**src/rtl/ramreader_stream.sv**
```systemverilog
// ramreader_stream: counts committed writes, reads each new 64-bit word
// from the sample RAM in address order and streams it out as four
// 16-bit samples on a valid/ready interface.
module ramreader_stream #(
   parameter int                ADDR_W     = 14,
   parameter logic [ADDR_W-1:0] START_ADDR = ADDR_W'(2),
   parameter int                RD_LATENCY = 2,
   parameter int                DEPTH      = 16384
) (
   input  logic              i_clk,
   input  logic              i_rst_n,
   input  logic              i_wbit,
   output logic [ADDR_W-1:0] o_rd_address,
   output logic              o_rden,
   input  logic [63:0]       i_q,
   output logic [15:0]       o_data,
   output logic              o_valid,
   input  logic              i_ready,
   output logic [ADDR_W:0]   o_pending,
   output logic              o_overrun,
   input  logic              i_clear_overrun
);

   localparam int                NUM_LANES = 4;
   localparam int                LANE_W    = 16;
   localparam logic [ADDR_W:0]   DEPTH_C   = (ADDR_W+1)'(DEPTH);
   localparam logic [1:0]        LAST_LANE = 2'(NUM_LANES-1);

   typedef enum logic [1:0] {IDLE, WAIT, SEND} state_t;

   state_t                             state, state_nxt;
   logic [RD_LATENCY:1]                vld_pipe;
   logic [NUM_LANES-1:0][LANE_W-1:0]   hold;
   logic [1:0]                         lane_idx;
   logic                               hs, capture, full, inc, dec;

   assign hs      = o_valid & i_ready;
   assign capture = (state == WAIT) & vld_pipe[RD_LATENCY];
   assign o_data  = hold[lane_idx];
   assign full    = (o_pending == DEPTH_C);
   assign inc     = i_wbit & ~o_rden;
   assign dec     = o_rden & ~i_wbit;

   // state register
   always_ff @(posedge i_clk or negedge i_rst_n) begin
      if (!i_rst_n) state <= IDLE;
      else          state <= state_nxt;
   end

   // next state and read issue; a new read only starts from IDLE, so the
   // RAM is never read again until all lanes of the last word are taken
   always_comb begin
      state_nxt = state;
      o_rden    = 1'b0;
      case (state)
         IDLE: if (o_pending != '0) begin
            o_rden    = 1'b1;
            state_nxt = WAIT;
         end
         WAIT: if (vld_pipe[RD_LATENCY]) state_nxt = SEND;
         SEND: if (hs && lane_idx == LAST_LANE) state_nxt = IDLE;
         default: state_nxt = IDLE;
      endcase
   end

   // read-latency tracker: bit k is high k cycles after the o_rden pulse
   always_ff @(posedge i_clk or negedge i_rst_n) begin
      if (!i_rst_n) begin
         vld_pipe <= '0;
      end else begin
         vld_pipe[1] <= o_rden;
         for (int k = 2; k <= RD_LATENCY; k++) vld_pipe[k] <= vld_pipe[k-1];
      end
   end

   // capture the RAM word once, then step through the lanes on handshakes
   always_ff @(posedge i_clk or negedge i_rst_n) begin
      if (!i_rst_n) begin
         hold         <= '0;
         lane_idx     <= '0;
         o_valid      <= 1'b0;
         o_rd_address <= START_ADDR;
      end else if (capture) begin
         hold         <= i_q;
         lane_idx     <= '0;
         o_valid      <= 1'b1;
         o_rd_address <= o_rd_address + 1'b1;
      end else if (hs) begin
         lane_idx <= lane_idx + 1'b1;
         if (lane_idx == LAST_LANE) o_valid <= 1'b0;
      end
   end

   // backlog counter; a commit at full depth is an overrun (set beats clear)
   always_ff @(posedge i_clk or negedge i_rst_n) begin
      if (!i_rst_n) begin
         o_pending <= '0;
         o_overrun <= 1'b0;
      end else begin
         if (inc && !full)  o_pending <= o_pending + 1'b1;
         else if (dec)      o_pending <= o_pending - 1'b1;
         if (inc && full)          o_overrun <= 1'b1;
         else if (i_clear_overrun) o_overrun <= 1'b0;
      end
   end

endmodule

```
**config.mk**
```make
export PLATFORM = sky130hd
export DESIGN_NAME = ramreader_stream
export DESIGN_NICKNAME = d
export VERILOG_FILES = /design/src/rtl/ramreader_stream.sv
export SDC_FILE = /design/constraint.sdc
export NUM_CORES = 1
export LEC_CHECK = 0
export ABC_CLOCK_PERIOD_IN_PS = 6700
export CORE_MARGIN = 5
export CORE_UTILIZATION = 45
export CTS_CLUSTER_SIZE = 8
export DETAILED_ROUTE_END_ITERATION = 12
export PLACE_DENSITY = 0.85
export SYNTH_ARGS = -nofsm -noshare
export SYNTH_HDL_FRONTEND = slang
export SYNTH_SLANG_ARGS = --single-unit
```
**constraint.sdc**
```tcl
create_clock -name i_clk -period 6.7 [get_ports i_clk]
set_input_delay 1.005 -clock i_clk [delete_from_list [all_inputs] [get_ports i_clk]]
set_output_delay 1.005 -clock i_clk [all_outputs]
set_load 0.05 [all_outputs]
```
## After elaboration in Yosys (flattened, before gate mapping)

Index checks and enable logic that the tools add are counted.

- Shifts and indexed selects: 0
- Reductions and logical operators: 12
- Multipliers: 0
- Mux-type cells: 17
- Add/sub/neg operators: 4
- $lt $le $gt $ge: 1
- Bitwise gates (word level): 6
- Div/mod/pow operators: 0
- Equality and inequality tests: 7

Operators with widths:

| kind | number |
|---|---|
| $bmux W16 S2 | 1 |
| $mux W15 | 2 |
| $mux W16 | 1 |
| $add A15 B1 Y15 const B | 1 |
| $eq A15 B15 Y1 const B | 1 |
| $reduce_bool A15 Y1 | 1 |
| $sub A15 B1 Y15 const B | 1 |
| $add A14 B1 Y14 const B | 1 |
| $mux W2 | 5 |
| $reduce_bool A2 Y1 | 4 |
| $mux W1 | 7 |
| $ne A2 B2 Y1 const B | 3 |
| $pmux W2 S3 | 1 |
| $and A1 B1 Y1 | 4 |
| $eq A2 B2 Y1 const B | 2 |
| $logic_and A1 B1 Y1 | 3 |
| $lt A2 B3 Y1 const B | 1 |
| $reduce_and A3 Y1 | 1 |
| $add A2 B1 Y2 const B | 1 |
| $eq A2 B1 Y1 const B | 1 |
| $logic_not A2 Y1 | 1 |
| $not A1 Y1 | 2 |
| $reduce_and A2 Y1 | 1 |
| $logic_not A1 Y1 | 1 |

- Flip-flop bits (word level): 101
- Word-level logic and storage cells: 58
- Output and inout port bits: 48
- Latch bits: 0
- Memories: 0
- RAM bits: 0
- Bits in read-only memories: 0
- Bits of input ports: 69

## Depth between registers and ports, before layout

Gate-level depths: netlist of run 1.

- Depth after elaboration: 7
- Gate-level depth with buffers: 12

## Least setup slack after synthesis of run 1

No wires, ideal clock.

- Kind: register to register
- Start: register o_pending[0]
- End: register o_pending[14]
- Arrival time: 3.376 ns
- Path buffers: 1
- Required time: 6.545 ns
- Period minus slack after synthesis: 3.531 ns
- Path slack: 3.169 ns
- Cell stages (with the launch flop): 13
- Library setup time: 0.155 ns
- Cell sequence: dfrtp_1 -> nor4_1 -> and4_1 -> buf_6 -> mux2_4 -> inv_1 -> ha_1 -> a21oi_1 -> o21ai_0 -> or4_1 -> o211ai_1 -> a21boi_0 -> o221ai_1

- Cells in the longest elaborated chain, start to end: 7

Ends and longest elaborated chain:

| what | RTL line | text |
|---|---|---|
| start, declared | 19 | `output logic [ADDR_W:0] o_pending,` |
| start signal, assigned | 100 | `if (inc && !full) o_pending <= o_pending + 1'b1;` |
| start signal, assigned | 101 | `else if (dec) o_pending <= o_pending - 1'b1;` |
| parallel branches: the longest is 7 deep, another holds $sub A15 B1 Y15 | - |  |

Parallel ways; which one is timed is not known. The select of a mux whose other input is x is not followed.
A chain may end at the register's enable or synchronous reset.

## Worst setup path after layout of run 1

- Start: input i_wbit
- End: register o_pending[14]

- Cells in the longest elaborated chain, start to end: 3

Ends and longest elaborated chain:

| what | RTL line | text |
|---|---|---|
| start, declared | 12 | `input logic i_wbit,` |
| $and A1 B1 Y1 or $not A1 Y1 (tied branches) | 41, 42 |  |
| $logic_and A1 B1 Y1 or $and A1 B1 Y1 (tied branches) | 100, 42 |  |
| $mux W15 or $reduce_bool A2 Y1 (tied branches) | - |  |

Parallel ways exist; a longest one is shown, timed or not.

==> out/metrics.cfg, run 1 <==
[yosys]
synth.largest_area_cell=sky130_fd_sc_hd__dfrtp_1
synth-warning-count=0
ys_seq_area_frac=0.505
mappedNetlistNets=610
synth_top_cell_area_share=0.500
postSynth.asyncResetShare=1.00
post_synth_inst_count=524
synth.cell_area_mm2=0.00500
yosys.cell_count.top_type=sky130_fd_sc_hd__nand2_1
yosysUniqueCellTypes=45
ys_ff_latch=101
top_post_synthesis_cells_by_area=sky130_fd_sc_hd__dfrtp_1 (50%), sky130_fd_sc_hd__nand2_1 (16%), sky130_fd_sc_hd__mux4_2 (7.2%)
avg_cell_area_syn_um2=9.55
synth_edf_count=0
synth.top_cells.by_count=sky130_fd_sc_hd__nand2_1 (214), sky130_fd_sc_hd__dfrtp_1 (100), sky130_fd_sc_hd__a21oi_1 (22)
most_instantiated_flip_flop_cell_in_the_synthesis_netlist=sky130_fd_sc_hd__dfrtp_1

[timing]
hold_violations=0
setup-tns-final_ns=0
tightest_slew_ns=0.867
setup_viol=0
max_freq_ghz=0.249
fraction_of_the_cycle_the_final_worst_path_needs=0.599
worst_clock_skew_ns=0.00929
slew-limit-headroom=0.422
final_max_slew_viol_count=0
final.min_clock_period_ns=4.01
rsz0062_at_grt=false
whs_ns=0.374
timing.final.ws_setup_ns=2.69

[worst_setup_path]
crit_arrival_ns=4.27
crit_type=in -> reg
delay_heaviest_family_cp=compound AO/OA/AOI/OAI gates
worst-r2r-setup-slack_ns=2.72
critical_path_buf_inv_count=2
path_cells=clkdlybuf4s50_1 > nor2b_1 > mux2_4 > inv_1 > ha_1 > a21oi_1 > o21ai_0 > or4_1 > o211ai_1 > a21boi_0 > o221ai_1
terminus_of_the_critical_flop_to_flop_path=o_pending[14]$_DFFE_PN0P_
cp_max_fo=14
crit_path_top_delay_cell=sky130_fd_sc_hd__or4_1
worst-endpoint-required_ns=6.95
timing.critical_path.to_type=flop
critical_path.max_stage_delay_ns=0.54
critPathLaunch=i_wbit
source_of_the_worst_register_to_register_timing_path=o_pending[0]$_DFFE_PN0P_
cp-start-kind=input port
reg2regPathDepth=11

[clocking]
cts.root.buffer_cell=sky130_fd_sc_hd__clkbuf_8
cts_inserted_buffers=9
clk_path_buf_depth=2
clk_pin_slew_worst_paths_ns=0.10
cts_tree=yes
clkLatencyLatePin_ns=0.37
cts.repair.resized=0
holdBufCountCts=0
number_of_clock_sinks_seen_by_cts=101
postCtsSetupBuffers=0
h_tree_depth=3

[routing]
drt_drc_violations_left=0
avgViaCountPerCell=5.23
vias=4060
detailedRoute.firstPassIterationCount=4
routedWlPerCell_um=15.8
ant_nets=0
drt-total-wl_mm=12.3
first_iter_violations=315

[die]
number_of_ports_placed_on_the_die_boundary=117
initial_utilization=0.460
die_width_um=115
core-area_mm2=0.0109
placement_rows=38
die_height_um=115
floorplan.die_area_mm2=0.0133

[grt]
grt_first_pass_wirelength_mm=20.4
global_route.overflow_total=0
antenna_found_initial=0
grt_start_max_net_pins=71
gr-usage-all-layers=0.194
grt_pass1_vias=4269

[place]
place.gp.congestion=0.871
pre_cts_ws_ns=2.37
dpl-instance-area_mm2=0.00625
dp.final_hpwl_mm=8.81
buffer_ports.inserted=116

[worst_hold_path]
hold_path_class=reg -> reg
min_to=vld_pipe[2]$_DFF_PN0_
hold-path-cell-count=0
worstHoldStart=vld_pipe[1]$_DFF_PN0_

[final_layout]
n_antenna_cell=0
syn_to_final_growth_pct=29.7
num-nets-final=718
drive_above_1_share=0.0706
finish.instance_area_mm2=0.00649

[power]
cellLeakagePower_uw=0.00301
report.power.total_uw=3710
vdd.ir_drop.worst_v=0.000447
power_density_mw_per_mm2=572

[run_status]
run_status=complete, no violations

[run]
maxCapViolCount=0

## cell usage in the layout, fill, tap and decap left out, types with 2 or more instances in the layout
cell / n
sky130_fd_sc_hd__inv_6: 2
sky130_fd_sc_hd__nand2b_1: 4
sky130_fd_sc_hd__and4_1: 2
sky130_fd_sc_hd__nand2_1: 214
sky130_fd_sc_hd__bufinv_16: 2
sky130_fd_sc_hd__buf_4: 5
sky130_fd_sc_hd__a21oi_1: 22
sky130_fd_sc_hd__nor2_1: 20
sky130_fd_sc_hd__nor2b_1: 4
sky130_fd_sc_hd__or3_1: 3
sky130_fd_sc_hd__dfrtp_1: 100
sky130_fd_sc_hd__o21a_1: 2
sky130_fd_sc_hd__clkbuf_8: 9
sky130_fd_sc_hd__clkdlybuf4s50_1: 115
sky130_fd_sc_hd__a21o_1: 4
sky130_fd_sc_hd__xor2_1: 11
sky130_fd_sc_hd__and3_1: 7
sky130_fd_sc_hd__inv_1: 6
sky130_fd_sc_hd__mux4_2: 16
sky130_fd_sc_hd__o21ai_0: 13
sky130_fd_sc_hd__a311oi_2: 2
sky130_fd_sc_hd__nor4_1: 6
sky130_fd_sc_hd__nand4_1: 3
sky130_fd_sc_hd__a21boi_0: 2
sky130_fd_sc_hd__mux2_2: 2
sky130_fd_sc_hd__inv_8: 3
sky130_fd_sc_hd__o211ai_1: 4
sky130_fd_sc_hd__nand3_1: 9
sky130_fd_sc_hd__xnor2_1: 13
sky130_fd_sc_hd__ha_1: 16
## registers in the layout, summed over array words and instances, names as in the netlist
register,flops
state,2
vld_pipe,2
lane_idx,2
o_pending,15
o_overrun,1
o_rd_address,14
o_valid,1
hold,64
## how the worst max path moves through the flow
stage | slack, ns | cells after the start | endpoint
after floorplan | 3.17 | 12 | o_pending[14]$_DFFE_PN0P_
after global routing | 2.45 | 11 | o_pending[14]$_DFFE_PN0P_
after CTS | 2.77 | 11 | o_pending[14]$_DFFE_PN0P_
after global placement | 2.56 | 11 | o_pending[14]$_DFFE_PN0P_
final | 2.69 | 11 | o_pending[14]$_DFFE_PN0P_
after detailed placement | 2.37 | 11 | o_pending[14]$_DFFE_PN0P_
## worst reg2reg max path, delay by kind of cell (launching register included)
family                   cells  cell delay (ns)
AND/OR/NAND/NOR              3             1.29
multiplexers                 1             0.36
flip-flops                   1             0.48
adder cells (fa/ha/maj)      1             0.40
buffers and inverters        1             0.38
AO/OA/AOI/OAI                5             0.95
## kinds of logic (layout without fill, tap and decap cells)
logic type,count (synthesis),after routing,synth area share
buffers and inverters,29,142,0.0275
XOR/XNOR,24,24,0.0420
multiplexers,20,20,0.0815
flip-flops,101,101,0.505
adder cells (fa/ha/maj),17,17,0.0440
AO/OA/AOI/OAI,56,56,0.0710
AND/OR/NAND/NOR,277,277,0.229
## layer usage
layer | global-route usage | wire length (um)
met1 | 0.252 | 5280
met3 | 0.0559 | 723
met2 | 0.316 | 6050
met5 | 0 | 0
met4 | 0.0595 | 221
## power breakdown
part	switching [uW]	total [uW]	internal, uW
logic	1300	2140	843
clock network	233	454	221
registers	228	1110	885
## area by class of cell
cell class / count / area (um2)
tap: 140 / 175
fill: 955 / 4400
multi-input combinational: 394 / 2340
clock inverter: 7 / 111
inverter: 6 / 22.5
clock buffer: 9 / 124
sequential: 101 / 2530
timing repair buffer: 120 / 1190
## stage by stage
stage | std cells | util
2_1_floorplan | 524 | -
4_1_cts | 777 | 0.596
6_report | 777 | 0.596
5_1_grt | 777 | 0.596
3_5_place_dp | 761 | 0.574
3_3_place_gp | 761 | 0.574
(Power assumes the default switching activity.)
==> inputs of run 2 (changes only) <==
--- a/config.mk
+++ b/config.mk
@@ -5,12 +5,12 @@
 export SDC_FILE = /design/constraint.sdc
 export NUM_CORES = 1
 export LEC_CHECK = 0
-export ABC_CLOCK_PERIOD_IN_PS = 6700
+export ABC_CLOCK_PERIOD_IN_PS = 3300
 export CORE_MARGIN = 5
 export CORE_UTILIZATION = 45
 export CTS_CLUSTER_SIZE = 8
 export DETAILED_ROUTE_END_ITERATION = 12
-export PLACE_DENSITY = 0.85
+export PLACE_DENSITY = 0.88
 export SYNTH_ARGS = -nofsm -noshare
 export SYNTH_HDL_FRONTEND = slang
 export SYNTH_SLANG_ARGS = --single-unit
==> constraint.sdc (replaced) <==
create_clock -name i_clk -period 3.3 [get_ports i_clk]
set_input_delay 0.495 -clock i_clk [delete_from_list [all_inputs] [get_ports i_clk]]
set_output_delay 0.495 -clock i_clk [all_outputs]
set_load 0.05 [all_outputs]
==> run 2 against run 1 <==
  * Largest cell class unchanged
  * Non-clock buffer count rose by 15
  * Design area is 3.9% higher
  * Critical path type is now reg -> reg
  * Clock power up 71%
==> out/metrics.cfg, run 2 (synthesis results as in run 1) <==
[place]
dp_cells=774
buffer_ports.inserted=116
dp.final_hpwl_mm=9.14
place.gp.congestion=0.878

[timing]
tightest_slew_ns=1.09
whs_ns=0.281
final_max_slew_viol_count=0
hold_violations=0
setup_viol=0
fraction_of_the_cycle_the_final_worst_path_needs=0.977
slew-limit-headroom=0.275
worst_clock_skew_ns=0.0167
max_freq_ghz=0.310
final.min_clock_period_ns=3.22
rsz0062_at_grt=true

[grt]
grt_first_pass_wirelength_mm=20.5
gr-usage-all-layers=0.193
use_met2=0.319
global_route.overflow_total=0
antenna_found_initial=0
top_usage_layer=met2
groute.layer.met1.usage=0.261
grt_pass1_vias=4300
met3_usage=0.0313
grt_start_max_net_pins=87

[power]
cellLeakagePower_uw=0.00307
power_report.internal_total_uw=4090
power_density_mw_per_mm2=1160
power_switching_uw=3710
switching_share=0.476
vdd.ir_drop.worst_v=0.000720
combinational_power_share=0.615
power_frac_seq=0.285
clkPwrFrac=0.100

[clocking]
clk_path_buf_depth=2
cts.root.buffer_cell=sky130_fd_sc_hd__clkbuf_8
number_of_clock_sinks_seen_by_cts=101
cts_tree=yes
clkLatencyLatePin_ns=0.38
clk_pin_slew_worst_paths_ns=0.10
cts_inserted_buffers=9
h_tree_depth=3

[final_layout]
mostFrequentLayoutCells=sky130_fd_sc_hd__nand2_1 (214), sky130_fd_sc_hd__clkdlybuf4s50_1 (115), sky130_fd_sc_hd__dfrtp_1 (88)
n_antenna_cell=0
drive_above_1_share=0.143
num-nets-final=733
max_flop_register=hold
layout_commonest_cell=sky130_fd_sc_hd__nand2_1
stdcell_count=792
flip_flop_count_of_the_largest_register_all_copies_and_words_added=64
largest_registers=hold: 64 flops, o_pending: 15 flops, o_rd_address: 14 flops
syn_to_final_growth_pct=34.7

[worst_setup_path]
worst-r2r-setup-slack_ns=0.08
crit_arrival_ns=3.47
timing.critical_path.to_type=flop
timing.critical_path.depth=12
crit_type=reg -> reg
path_cells=nor4_2 > and4_4 > mux2_4 > clkinvlp_4 > buf_12 > ha_4 > nor2b_1 > o31a_1 > a211o_1 > o211ai_1 > a21boi_2 > o221ai_2
worst-endpoint-required_ns=3.55
critical_path.max_stage_delay_ns=0.45
terminus_of_the_critical_flop_to_flop_path=o_pending[14]$_DFFE_PN0P_
cp_max_fo=14
source_of_the_worst_register_to_register_timing_path=o_pending[2]$_DFFE_PN0P_
reg2regPathDepth=12
crit_path_top_delay_cell=sky130_fd_sc_hd__dfrtp_2
cp-start-kind=flop
delay_heaviest_family_cp=compound AO/OA/AOI/OAI gates
critical_path_buf_inv_count=2

[die]
placement_rows=38
die_width_um=115
number_of_ports_placed_on_the_die_boundary=117
floorplan.die_area_mm2=0.0133
initial_utilization=0.460
die_height_um=115
core-area_mm2=0.0109

[run_status]
run_status=complete, no violations

[routing]
routedWlPerCell_um=15.7
drt-total-wl_mm=12.5
ant_nets=0
drt_drc_violations_left=0
first_iter_violations=175
avgViaCountPerCell=5.21
detailedRoute.firstPassIterationCount=4
vias=4128

[worst_hold_path]
hold_path_class=in -> async

[run]
maxCapViolCount=0

## run 2: changes by cell type in the layout (fill, tap and decap cells not counted), sizes merged
cell      before  now
clkbuf         9   10
clkinv         0    1
bufinv         2    0
clkinvlp       0    3
buf            5   20
inv           11    8
## run 2: worst register-to-register path, stage by stage (launching register included)
cell	delay, ns
sky130_fd_sc_hd__dfrtp_2	0.45
sky130_fd_sc_hd__nor4_2	0.29
sky130_fd_sc_hd__and4_4	0.28
sky130_fd_sc_hd__mux2_4	0.32
sky130_fd_sc_hd__clkinvlp_4	0.08
sky130_fd_sc_hd__buf_12	0.15
sky130_fd_sc_hd__ha_4	0.23
sky130_fd_sc_hd__nor2b_1	0.15
sky130_fd_sc_hd__o31a_1	0.27
sky130_fd_sc_hd__a211o_1	0.33
sky130_fd_sc_hd__o211ai_1	0.23
sky130_fd_sc_hd__a21boi_2	0.20
sky130_fd_sc_hd__o221ai_2	0.11
## run 2: layer usage
metal | share of wire | vias to the layer above
met5 | 0 | -
met1 | 0.44 | 1995
met3 | 0.052 | 16
met2 | 0.50 | 119
met4 | 0.014 | 0
li1 | - | 1998
## run 2: how the worst max path moves through the flow
stage	from	end	slack (ns)
6_report	o_pending[2]$_DFFE_PN0P_	o_pending[14]$_DFFE_PN0P_	0.08
3_3_place_gp	i_wbit	o_pending[14]$_DFFE_PN0P_	0.02
2_1_floorplan	o_pending[2]$_DFFE_PN0P_	o_pending[14]$_DFFE_PN0P_	0.003
4_1_cts	o_pending[4]$_DFFE_PN0P_	o_pending[14]$_DFFE_PN0P_	0.03
3_5_place_dp	i_wbit	o_pending[14]$_DFFE_PN0P_	-0.07
5_1_grt	o_pending[2]$_DFFE_PN0P_	o_pending[14]$_DFFE_PN0P_	-0.06
## run 2: timing repair
action                                  4_1_cts  5_1_grt
hold buffers                                  0        0
resized for setup                             1       13
endpoints found under the setup margin        1        6
pin swaps                                     1        2
hold endpoints to repair                      0        0
setup buffers                                 1        1
## run 2: final cells by class
class | instances | area [um2]
clock buffers | 10 | 138
repair buffers | 135 | 1330
inverters | 6 | 26.3
multi-input cells | 394 | 2480
flip-flops and latches | 101 | 2540
fillers | 887 | 4150
well taps | 140 | 175
clock inverters | 6 | 52.6
## run 2: power by group through the flow
stage	sequential [uW]	combinational (uW)	clock, uW
6_report	2220	4800	778
3_5_place_dp	2240	4710	0
3_3_place_gp	2210	4580	0
4_1_cts	2210	4750	794
5_1_grt	2310	5190	847
2_1_floorplan	2540	2980	0
## run 2: per-stage QoR
stage	cell area (um2)	utilization	setup slack, ns	setup TNS (ns)	total power, uW
global route	6740	0.619	-0.0597	-0.173	8340
CTS	6680	0.614	0.0301	0	7760
global placement	6480	0.595	0.0242	0	6790
finish	6740	0.619	0.0762	0	7800
floorplan	5100	-	0.00343	0	5530
detailed placement	6480	0.595	-0.0679	-0.118	6950
